## src/rtl/gb_apu_pkg.sv

```systemverilog
// Shared APU constants and types for the frame sequencer and its event source.
package gb_apu_pkg;

    localparam int FS_STEPS             = 8;
    localparam int DEFAULT_CLK_PER_TICK = 8192;

    typedef logic [2:0] fs_step_t;

    localparam fs_step_t FS_STEP_ENV = 3'd7;

endpackage : gb_apu_pkg

```

## src/rtl/gb_div_event.sv

```systemverilog
// DIV-APU event source: selects the DIV bit (or an internal prescaler),
// detects the falling edge and applies the power-on skip quirk.
module gb_div_event
    import gb_apu_pkg::*;
#(
    parameter int USE_INTERNAL_DIV = 0,
    parameter int CLK_PER_TICK     = DEFAULT_CLK_PER_TICK
) (
    input  logic clk,
    input  logic rst_n,
    input  logic apu_enable,
    input  logic div_bit4,
    input  logic div_bit5,
    input  logic double_speed,
    output logic evt
);

    logic div_sel_s;
    logic div_q_r;
    logic en_q_r;
    logic skip_r;
    logic power_on_s;
    logic src_evt_s;
    logic raw_evt_s;

    assign div_sel_s  = double_speed ? div_bit5 : div_bit4;
    assign power_on_s = apu_enable & ~en_q_r;
    // Events only count once the enable has been seen for a full cycle.
    assign raw_evt_s  = src_evt_s & apu_enable & en_q_r;
    assign evt        = raw_evt_s & ~skip_r;

    // Source-bit history, enable history and skip-first-event flag.
    always_ff @(posedge clk or negedge rst_n) begin
        if (!rst_n) begin
            div_q_r <= 1'b0;
            en_q_r  <= 1'b0;
            skip_r  <= 1'b0;
        end else begin
            div_q_r <= div_sel_s;
            en_q_r  <= apu_enable;
            if (!apu_enable) begin
                skip_r <= 1'b0;
            end else if (power_on_s) begin
                skip_r <= (USE_INTERNAL_DIV != 0) ? 1'b0 : div_sel_s;
            end else if (raw_evt_s) begin
                skip_r <= 1'b0;
            end else begin
                skip_r <= skip_r;
            end
        end
    end

    generate
        if (USE_INTERNAL_DIV != 0) begin : g_internal
            localparam int PW = (CLK_PER_TICK > 1) ? $clog2(CLK_PER_TICK) : 1;
            localparam logic [PW-1:0] PRESC_MAX = PW'(CLK_PER_TICK - 1);

            logic [PW-1:0] presc_r;

            assign src_evt_s = (presc_r == PRESC_MAX);

            // Prescaler: held at zero while powered down or on power-on.
            always_ff @(posedge clk or negedge rst_n) begin
                if (!rst_n) begin
                    presc_r <= '0;
                end else if (!apu_enable || power_on_s) begin
                    presc_r <= '0;
                end else if (presc_r == PRESC_MAX) begin
                    presc_r <= '0;
                end else begin
                    presc_r <= presc_r + PW'(1);
                end
            end
        end else begin : g_external
            assign src_evt_s = div_q_r & ~div_sel_s;
        end
    endgenerate

endmodule : gb_div_event

```

## src/rtl/gb_frame_sequencer.sv

```systemverilog
// APU frame sequencer: turns 512 Hz DIV-APU events into the 256/128/64 Hz
// length, sweep and envelope strobes.
module gb_frame_sequencer
    import gb_apu_pkg::*;
#(
    parameter int USE_INTERNAL_DIV = 0,
    parameter int CLK_PER_TICK     = DEFAULT_CLK_PER_TICK
) (
    input  logic       clk,
    input  logic       rst_n,
    input  logic       apu_enable,
    input  logic       div_bit4,
    input  logic       div_bit5,
    input  logic       double_speed,
    output logic       clk_length_ctr,
    output logic       clk_sweep,
    output logic       clk_vol_env,
    output logic [2:0] step
);

    logic     evt_s;
    fs_step_t step_r;
    logic     len_r;
    logic     sweep_r;
    logic     env_r;

    gb_div_event #(
        .USE_INTERNAL_DIV (USE_INTERNAL_DIV),
        .CLK_PER_TICK     (CLK_PER_TICK)
    ) u_div_event (
        .clk          (clk),
        .rst_n        (rst_n),
        .apu_enable   (apu_enable),
        .div_bit4     (div_bit4),
        .div_bit5     (div_bit5),
        .double_speed (double_speed),
        .evt          (evt_s)
    );

    // Step counter and strobe decode; power-off overrides any pending event.
    always_ff @(posedge clk or negedge rst_n) begin
        if (!rst_n) begin
            step_r  <= 3'd0;
            len_r   <= 1'b0;
            sweep_r <= 1'b0;
            env_r   <= 1'b0;
        end else if (!apu_enable) begin
            step_r  <= 3'd0;
            len_r   <= 1'b0;
            sweep_r <= 1'b0;
            env_r   <= 1'b0;
        end else if (evt_s) begin
            len_r   <= ~step_r[0];
            sweep_r <= (step_r[1:0] == 2'b10);
            env_r   <= (step_r == FS_STEP_ENV);
            step_r  <= step_r + 3'd1;
        end else begin
            step_r  <= step_r;
            len_r   <= 1'b0;
            sweep_r <= 1'b0;
            env_r   <= 1'b0;
        end
    end

    assign clk_length_ctr = len_r;
    assign clk_sweep      = sweep_r;
    assign clk_vol_env    = env_r;
    assign step           = step_r;

endmodule : gb_frame_sequencer

```

## config.mk

```make
export PLATFORM = sky130hd
export DESIGN_NAME = gb_frame_sequencer
export DESIGN_NICKNAME = d
export VERILOG_FILES = /design/src/rtl/gb_apu_pkg.sv /design/src/rtl/gb_div_event.sv /design/src/rtl/gb_frame_sequencer.sv
export SDC_FILE = /design/constraint.sdc
export NUM_CORES = 1
export LEC_CHECK = 0
export CORE_AREA = 4 4 41 43
export CTS_CLUSTER_SIZE = 28
export DETAILED_ROUTE_END_ITERATION = 12
export DIE_AREA = 0 0 45 47
export PLACE_DENSITY = 0.5
export SLEW_MARGIN = 30
export SYNTH_ARGS = -nofsm -noshare
export SYNTH_HDL_FRONTEND = slang
export SYNTH_HIERARCHICAL = 1
export SYNTH_SLANG_ARGS = --single-unit
```

## constraint.sdc

```tcl
create_clock -name clk -period 1.8 [get_ports clk]
set_input_delay 0.18 -clock clk [delete_from_list [all_inputs] [get_ports clk]]
set_output_delay 0.18 -clock clk [all_outputs]
set_load 0.05 [all_outputs]
```

==> flow_summary_export.csv, run 1 <==
group,metric,value,unit
clock_network,cts_resized,0,
worst_setup_path,slowest_stage,"clkdlybuf4s50_1",
die,row_count,13,
run_status,status,"complete, no violations",
timing,slew_headroom,67.0,%
worst_setup_path,critical_path_required,1.62,ns
synth,synth_compound_area_share,4.50,%
power,ir_worst_vdd,0.321,mV
worst_setup_path,cp-start-kind,"flip-flop",
place,gp_congestion,0.676,
clock_network,cts_sinks,9,
timing,hold_viol,0,
route,vias,265,
die,dieWidth,45,um
synth,synth_cells,30,
grt,grt_overflow,0,
clock_network,clock-root-buffer,"clkbuf_4",
timing,period_needed,1.67,ns
timing,worstMarginPinSlew,0.493,ns
route,drt_first_pass_iters,4,
synth,syn-cell-area,389,um2
route,antenna_left,0,
worst_setup_path,cp_cell_sequence,"clkdlybuf4s50_1",
synth,synth_area_per_cell,13.0,um2
worst_setup_path,critPathCaptureType,"output port",
timing,fmax,599,MHz
cells_and_area,final_nets,56,
cells_and_area,layout_commonest_cell,"clkdlybuf4s50_1",
synth,synth_top_family_by_area,"simple AND/OR/NAND/NOR gates",
clock_network,clk_latency,0.25,ns
worst_hold_path,hold_class,"in2async",
synth,ys_seq_area_share,57.9,%
power,leakage,0.288,nW
route,drcViolationCount,0,
cells_and_area,mostFrequentLayoutCells,"clkdlybuf4s50_1 (11), dfrtp_1 (9), inv_1 (3), ha_1 (3), clkbuf_4 (3)",
clock_network,cts_buffer_depth,2,
synth,synth_seq_cells,9,
timing,setup_tns,0,ns
timing,rsz0062_at_grt,"no",
place,dp.cells,57,
timing,setup_viol,0,
cells_and_area,num_antenna_cells,0,
worst_setup_path,crit_path_max_fanout,4,
clock_network,path_clk_slew,0.06,ns
power,pwr-share-seq,52.7,%
power,switching_power,0.0868,mW
die,dieHeight,47,um
clock_network,numCtsBuffers,3,
power,switching_share,21.5,%
power,power_density,737,nW/um2
synth,syn_nets,39,
worst_setup_path,crit_arrival,1.49,ns
power,pwr-share-clk,35.8,%
cells_and_area,layout-drive-gt1-share,13.0,%
die,ioPinCount,12,
synth,synth_xor_xnor_area_share,2.25,%
grt,grt_pass1_wl,1.17,mm
synth,synthMuxAreaShare,5.14,%
grt,antenna_found_initial,0,
worst_setup_path,path_class,"reg2out",
timing,skew,0.00154,ns
clock_network,cts_setup_buffers,0,
cells_and_area,area_growth,40.8,%
grt,grt_use_total,7.92,%
cells_and_area,fillCellCount,138,
route,wire_per_inst,10.6,um
worst_setup_path,crit_buf_inv,1,
place,portBuffers,11,
cells_and_area,seq_area,225,um2
cells_and_area,fin_cells,61,
synth,synthAdderAreaFrac,9.65,%
synth,synth-simple-area-share,14.8,%
cells_and_area,multi_input_comb_area,141,um2
die,fp.coreArea,1300,um2
clock_network,cts_tree,"done",
die,start_util,29.9,%
timing,period_share,92.7,%
clock_network,cts_hold_buffers,0,
grt,grt_pass1_vias,274,
power,pwr-share-comb,11.5,%
worst_setup_path,cp_top_family,"buffers and inverters",
grt,grt_max_degree,10,
worst_setup_path,critPathMaxStageDelay,0.83,ns
timing,drv_slew,0,
clock_network,htreeDepth,1,
route,dr.first_iter.drc_count,3,
route,wirelength,649,um
power,fin_total_pwr,0.404,mW
synth,yosysWarnings,6,
job,cap_violations,0,
route,via_per_inst,4.34,
power,p_int,0.317,mW
synth,yosysUniqueCellTypes,15,
die,die_area,2120,um2
-- sequential cells by signal, indices dropped and copies added (netlist names) --
signal,flops
step,3
clk_length_ctr,1
clk_sweep,1
clk_vol_env,1
u_div_event/div_q_r,1
u_div_event/en_q_r,1
u_div_event/skip_r,1
-- metal layers --
layer / wire length (um) / track usage [%]
met1: 320 / 10.4
met2: 269 / 10.5
met3: 59 / 4.60
met4: 0 / 3.51
met5: 0 / 0
-- worst paths after layout --
| check | from | endpoint | slack (ns) | depth (start not counted) |
|---|---|---|---|---|
| worst max-delay path | step[0]$_DFFE_PN0P_ | step[0] | 0.13 | 1 |
| worst min-delay path | rst_n | u_div_event/skip_r$_DFFE_PN0P_ | 0.23 | 1 |
| worst max register to register | u_div_event/en_q_r$_DFF_PN0_ | step[2]$_DFFE_PN0P_ | 0.55 | 4 |
| worst min register to register | u_div_event/div_q_r$_DFF_PN0_ | u_div_event/skip_r$_DFFE_PN0P_ | 0.54 | 2 |
| max in group asynchronous | rst_n | step[1]$_DFFE_PN0P_ | 1.29 | 1 |
| min in group clk | u_div_event/div_q_r$_DFF_PN0_ | u_div_event/skip_r$_DFFE_PN0P_ | 0.54 | 2 |
-- cell type report --
type | count | share of cell area, %
clock buffers | 4 | 4.79
inverters | 3 | 2.05
flip-flops and latches | 9 | 41.1
repair buffers | 13 | 22.8
well taps | 15 | 3.42
multi-input cells | 17 | 25.8
-- cell usage after synthesis, drive strengths merged --
cell type | count | area [um2]
and2 | 1 | 6.26
mux2i | 2 | 20.0
nor2b | 2 | 12.5
nand2b | 1 | 6.26
buf | 1 | 11.3
inv | 3 | 11.3
dfrtp | 9 | 225
and4 | 1 | 8.76
nand2 | 1 | 3.75
xor2 | 1 | 8.76
a211oi | 1 | 7.51
and3 | 3 | 20.0
o211a | 1 | 10.0
ha | 3 | 37.5
-- per-stage QoR --
stage	hold slack [ns]	cell area, um2	setup WS, ns	util (%)
2_1_floorplan	-0.116	389	0.385	-
3_3_place_gp	0.494	522	0.173	40.1
3_5_place_dp	0.499	522	0.156	40.1
4_1_cts	0.229	548	0.115	42.1
5_1_grt	0.254	548	0.0597	42.1
6_report	0.228	548	0.131	42.1
-- power groups by stage --
stage / Combinational (mW) / Sequential [mW] / Clock, mW
after floorplan: 0.0137 / 0.223 / 0
after global placement: 0.0464 / 0.216 / 0
after detailed placement: 0.0469 / 0.216 / 0
after CTS: 0.0472 / 0.213 / 0.154
after global routing: 0.0511 / 0.213 / 0.166
final: 0.0465 / 0.213 / 0.145
-- kinds of logic (layout without fill, tap and decap cells) --
| logic type | count (synthesis) | in the layout |
|---|---|---|
| XOR/XNOR | 1 | 1 |
| adder cells (fa/ha/maj) | 3 | 3 |
| AND/OR/NAND/NOR | 9 | 9 |
| flip-flops | 9 | 9 |
| multiplexers | 2 | 2 |
| buffers and inverters | 4 | 20 |
| AO/OA/AOI/OAI | 2 | 2 |
-- worst register-to-register path, stage by stage, from the launching register on --
cell and delay [ns]:
dfrtp_1 0.34, nor2b_1 0.16, and4_1 0.36, mux2i_1 0.22, nor2b_1 0.06
Note: power is estimated with default switching activity, not from simulation.
==> inputs of run 2 (changes only) <==
--- a/config.mk
+++ b/config.mk
@@ -10,7 +10,7 @@
 export DETAILED_ROUTE_END_ITERATION = 12
 export DIE_AREA = 0 0 45 47
 export PLACE_DENSITY = 0.5
-export SLEW_MARGIN = 30
+export SLEW_MARGIN = 20
 export SYNTH_ARGS = -nofsm -noshare
 export SYNTH_HDL_FRONTEND = slang
 export SYNTH_HIERARCHICAL = 1
==> results of run 2 <==
Final layout, timing and power as in run 1 (identical DEF).
==> inputs of run 3 (changes only) <==
--- a/config.mk
+++ b/config.mk
@@ -5,13 +5,12 @@
 export SDC_FILE = /design/constraint.sdc
 export NUM_CORES = 1
 export LEC_CHECK = 0
+export CAP_MARGIN = 0
 export CORE_AREA = 4 4 41 43
 export CTS_CLUSTER_SIZE = 28
 export DETAILED_ROUTE_END_ITERATION = 12
 export DIE_AREA = 0 0 45 47
 export PLACE_DENSITY = 0.5
-export SLEW_MARGIN = 20
 export SYNTH_ARGS = -nofsm -noshare
 export SYNTH_HDL_FRONTEND = slang
-export SYNTH_HIERARCHICAL = 1
 export SYNTH_SLANG_ARGS = --single-unit
==> flow_summary_export.csv, run 3 <==
group,metric,value,unit
run_status,status,"complete, no violations",
timing,hold_viol,0,
clock_network,cts_sinks,9,
clock_network,cts_tree,"done",
worst_setup_path,crit_arrival,1.50,ns
clock_network,cts_setup_buffers,0,
clock_network,numCtsBuffers,3,
timing,skew,0.00432,ns
clock_network,path_clk_slew,0.06,ns
timing,worstMarginPinSlew,0.503,ns
power,power_density,769,nW/um2
synth,syn-cell-area,388,um2
die,fp.coreArea,1300,um2
route,wire_per_inst,11.2,um
worst_setup_path,cp_top_family,"buffers and inverters",
die,row_count,13,
synth,synth_seq_cells,9,
worst_setup_path,cp_cell_sequence,"clkdlybuf4s50_1",
grt,grt_pass1_vias,255,
worst_setup_path,reg2reg_depth,3,
cells_and_area,area_growth,37.1,%
timing,setup_tns,0,ns
timing,fmax,595,MHz
synth,synth_top_cell_area_share,58.1,%
die,dieWidth,45,um
route,drcViolationCount,0,
grt,antenna_found_initial,0,
place,dp_hpwl,512,um
clock_network,clk_latency,0.26,ns
synth,yosysWarnings,0,
die,die_area,2120,um2
synth,yosysUniqueCellTypes,11,
timing,period_share,93.4,%
timing,period_needed,1.68,ns
clock_network,cts_buffer_depth,2,
timing,drv_slew,0,
synth,synth_cells,31,
worst_setup_path,slowest_stage,"clkdlybuf4s50_1",
clock_network,cts_resized,0,
worst_setup_path,crit_path_max_fanout,5,
synth,yosys.cell_count.top_type,"dfrtp_1",
timing,slew_headroom,66.4,%
cells_and_area,fin_cells,60,
grt,grt_max_degree,10,
worst_setup_path,cp-start-kind,"flip-flop",
power,ir_worst_vdd,0.335,mV
clock_network,cts_hold_buffers,0,
synth,synth-edff-count,0,
worst_hold_path,hold_class,"in2async",
place,portBuffers,11,
cells_and_area,layout-drive-gt1-share,6.67,%
route,antenna_left,0,
timing,setup_viol,0,
place,dp.cells,56,
synth,synth_area_per_cell,12.5,um2
synth,netlist_top_cells_count,"dfrtp_1 (9), inv_1 (4), mux2i_1 (4)",
grt,grt_use_total,7.10,%
worst_setup_path,rrSetupSlack,0.61,ns
synth,ys_seq_area_share,58.1,%
clock_network,htreeDepth,1,
cells_and_area,final_nets,55,
route,wirelength,673,um
timing,rsz0062_at_grt,"no",
worst_setup_path,crit_buf_inv,1,
synth,synth-async-reset-ratio,100,%
synth,syn_nets,40,
cells_and_area,mostFrequentLayoutCells,"clkdlybuf4s50_1 (11), dfrtp_1 (9), mux2i_1 (4), inv_1 (4)",
synth,synth_ff_type,"dfrtp_1",
worst_setup_path,critPathCaptureType,"output port",
synth,synth_top_area_cell,"dfrtp_1",
worst_setup_path,path_class,"reg2out",
route,drt_first_pass_iters,2,
place,gp_congestion,0.667,
power,leakage,0.254,nW
grt,grt_overflow,0,
grt,grt_pass1_wl,1.00,mm
cells_and_area,largest_reg_flops,3,
worst_setup_path,critPathMaxStageDelay,0.83,ns
synth,yosys-top-cells-area,"dfrtp_1 (58%), mux2i_1 (10%), ha_1 (9.7%), and2_1 (4.8%), inv_1 (3.9%)",
route,via_per_inst,4.32,
route,dr.first_iter.drc_count,1,
die,start_util,29.8,%
cells_and_area,num_antenna_cells,0,
route,vias,259,
die,ioPinCount,12,
cells_and_area,fillCellCount,146,
worst_setup_path,r2r-start,"u_div_event.en_q_r$_DFF_PN0_",
clock_network,clock-root-buffer,"clkbuf_4",
cells_and_area,layout_commonest_cell,"clkdlybuf4s50_1",
die,dieHeight,47,um
job,cap_violations,0,
worst_setup_path,r2r-end,"step[1]$_DFFE_PN0P_",
worst_setup_path,critical_path_required,1.62,ns
run 3: cell types whose count changed in the layout (fill, tap and decap cells not counted), moves of 2 or more:
cell / previous run / this run
buf_4: 2 / 0
and2_1: 1 / 3
mux2i_1: 2 / 4
nand2_1: 1 / 3
and3_1: 2 / 0
run 3: logic make-up (layout without fill, tap and decap cells):
| logic type | Yosys count | in the layout | synth area share, % |
|---|---|---|---|
| compound gates | 1 | 1 | 1.29 |
| flops | 9 | 9 | 58.1 |
| simple gates | 9 | 9 | 13.9 |
| buf+inv | 5 | 19 | 6.77 |
| mux | 4 | 4 | 10.3 |
| fa+ha+maj | 3 | 3 | 9.68 |
run 3: worst max path at each step:
stage / to / startpoint / depth (start not counted) / slack [ns]
after detailed placement: step[1]$_DFFE_PN0P_ / double_speed / 4 / 0.18
after global placement: step[1]$_DFFE_PN0P_ / double_speed / 4 / 0.25
after global routing: step[0] / step[0]$_DFFE_PN0P_ / 1 / 0.08
after floorplan: step[2]$_DFFE_PN0P_ / step[0]$_DFFE_PN0P_ / 4 / 0.46
after CTS: step[0] / step[0]$_DFFE_PN0P_ / 1 / 0.11
final: step[0] / step[0]$_DFFE_PN0P_ / 1 / 0.12
run 3: routing by layer:
| metal | global-route usage [%] | vias to the layer above | part of all wire (%) |
|---|---|---|---|
| met5 | 0 | - | 0 |
| met4 | 7.02 | 0 | 1.6 |
| met3 | 3.45 | 2 | 13 |
| met2 | 9.32 | 12 | 42 |
| met1 | 8.18 | 120 | 42 |
| li1 | - | 125 | - |
run 3: power breakdown:
part,internal (mW),switching [mW],total [mW]
registers,0.209,0.00384,0.213
clock network,0.0852,0.0671,0.152
logic,0.0203,0.0232,0.0435
run 3: per-stage QoR:
stage	worst slack (ns)	hold WS, ns	utilization (%)	total power [mW]	instance area (um2)
6_report	0.118	0.214	40.9	0.409	532
5_1_grt	0.0823	0.247	40.9	0.426	532
4_1_cts	0.114	0.231	40.9	0.414	532
3_5_place_dp	0.183	0.506	38.8	0.261	505
3_3_place_gp	0.255	0.490	38.8	0.259	505
2_1_floorplan	0.461	-0.116	-	0.238	388
run 3: cell type report:
type                    instances  area (um2)  share of cell area, %
clock buffers                   4        26.3                   4.94
inverters                       4        15.0                   2.82
multi-input cells              17         136                   25.6
flip-flops and latches          9         225                   42.4
well taps                      15        18.8                   3.53
repair buffers                 11         110                   20.7
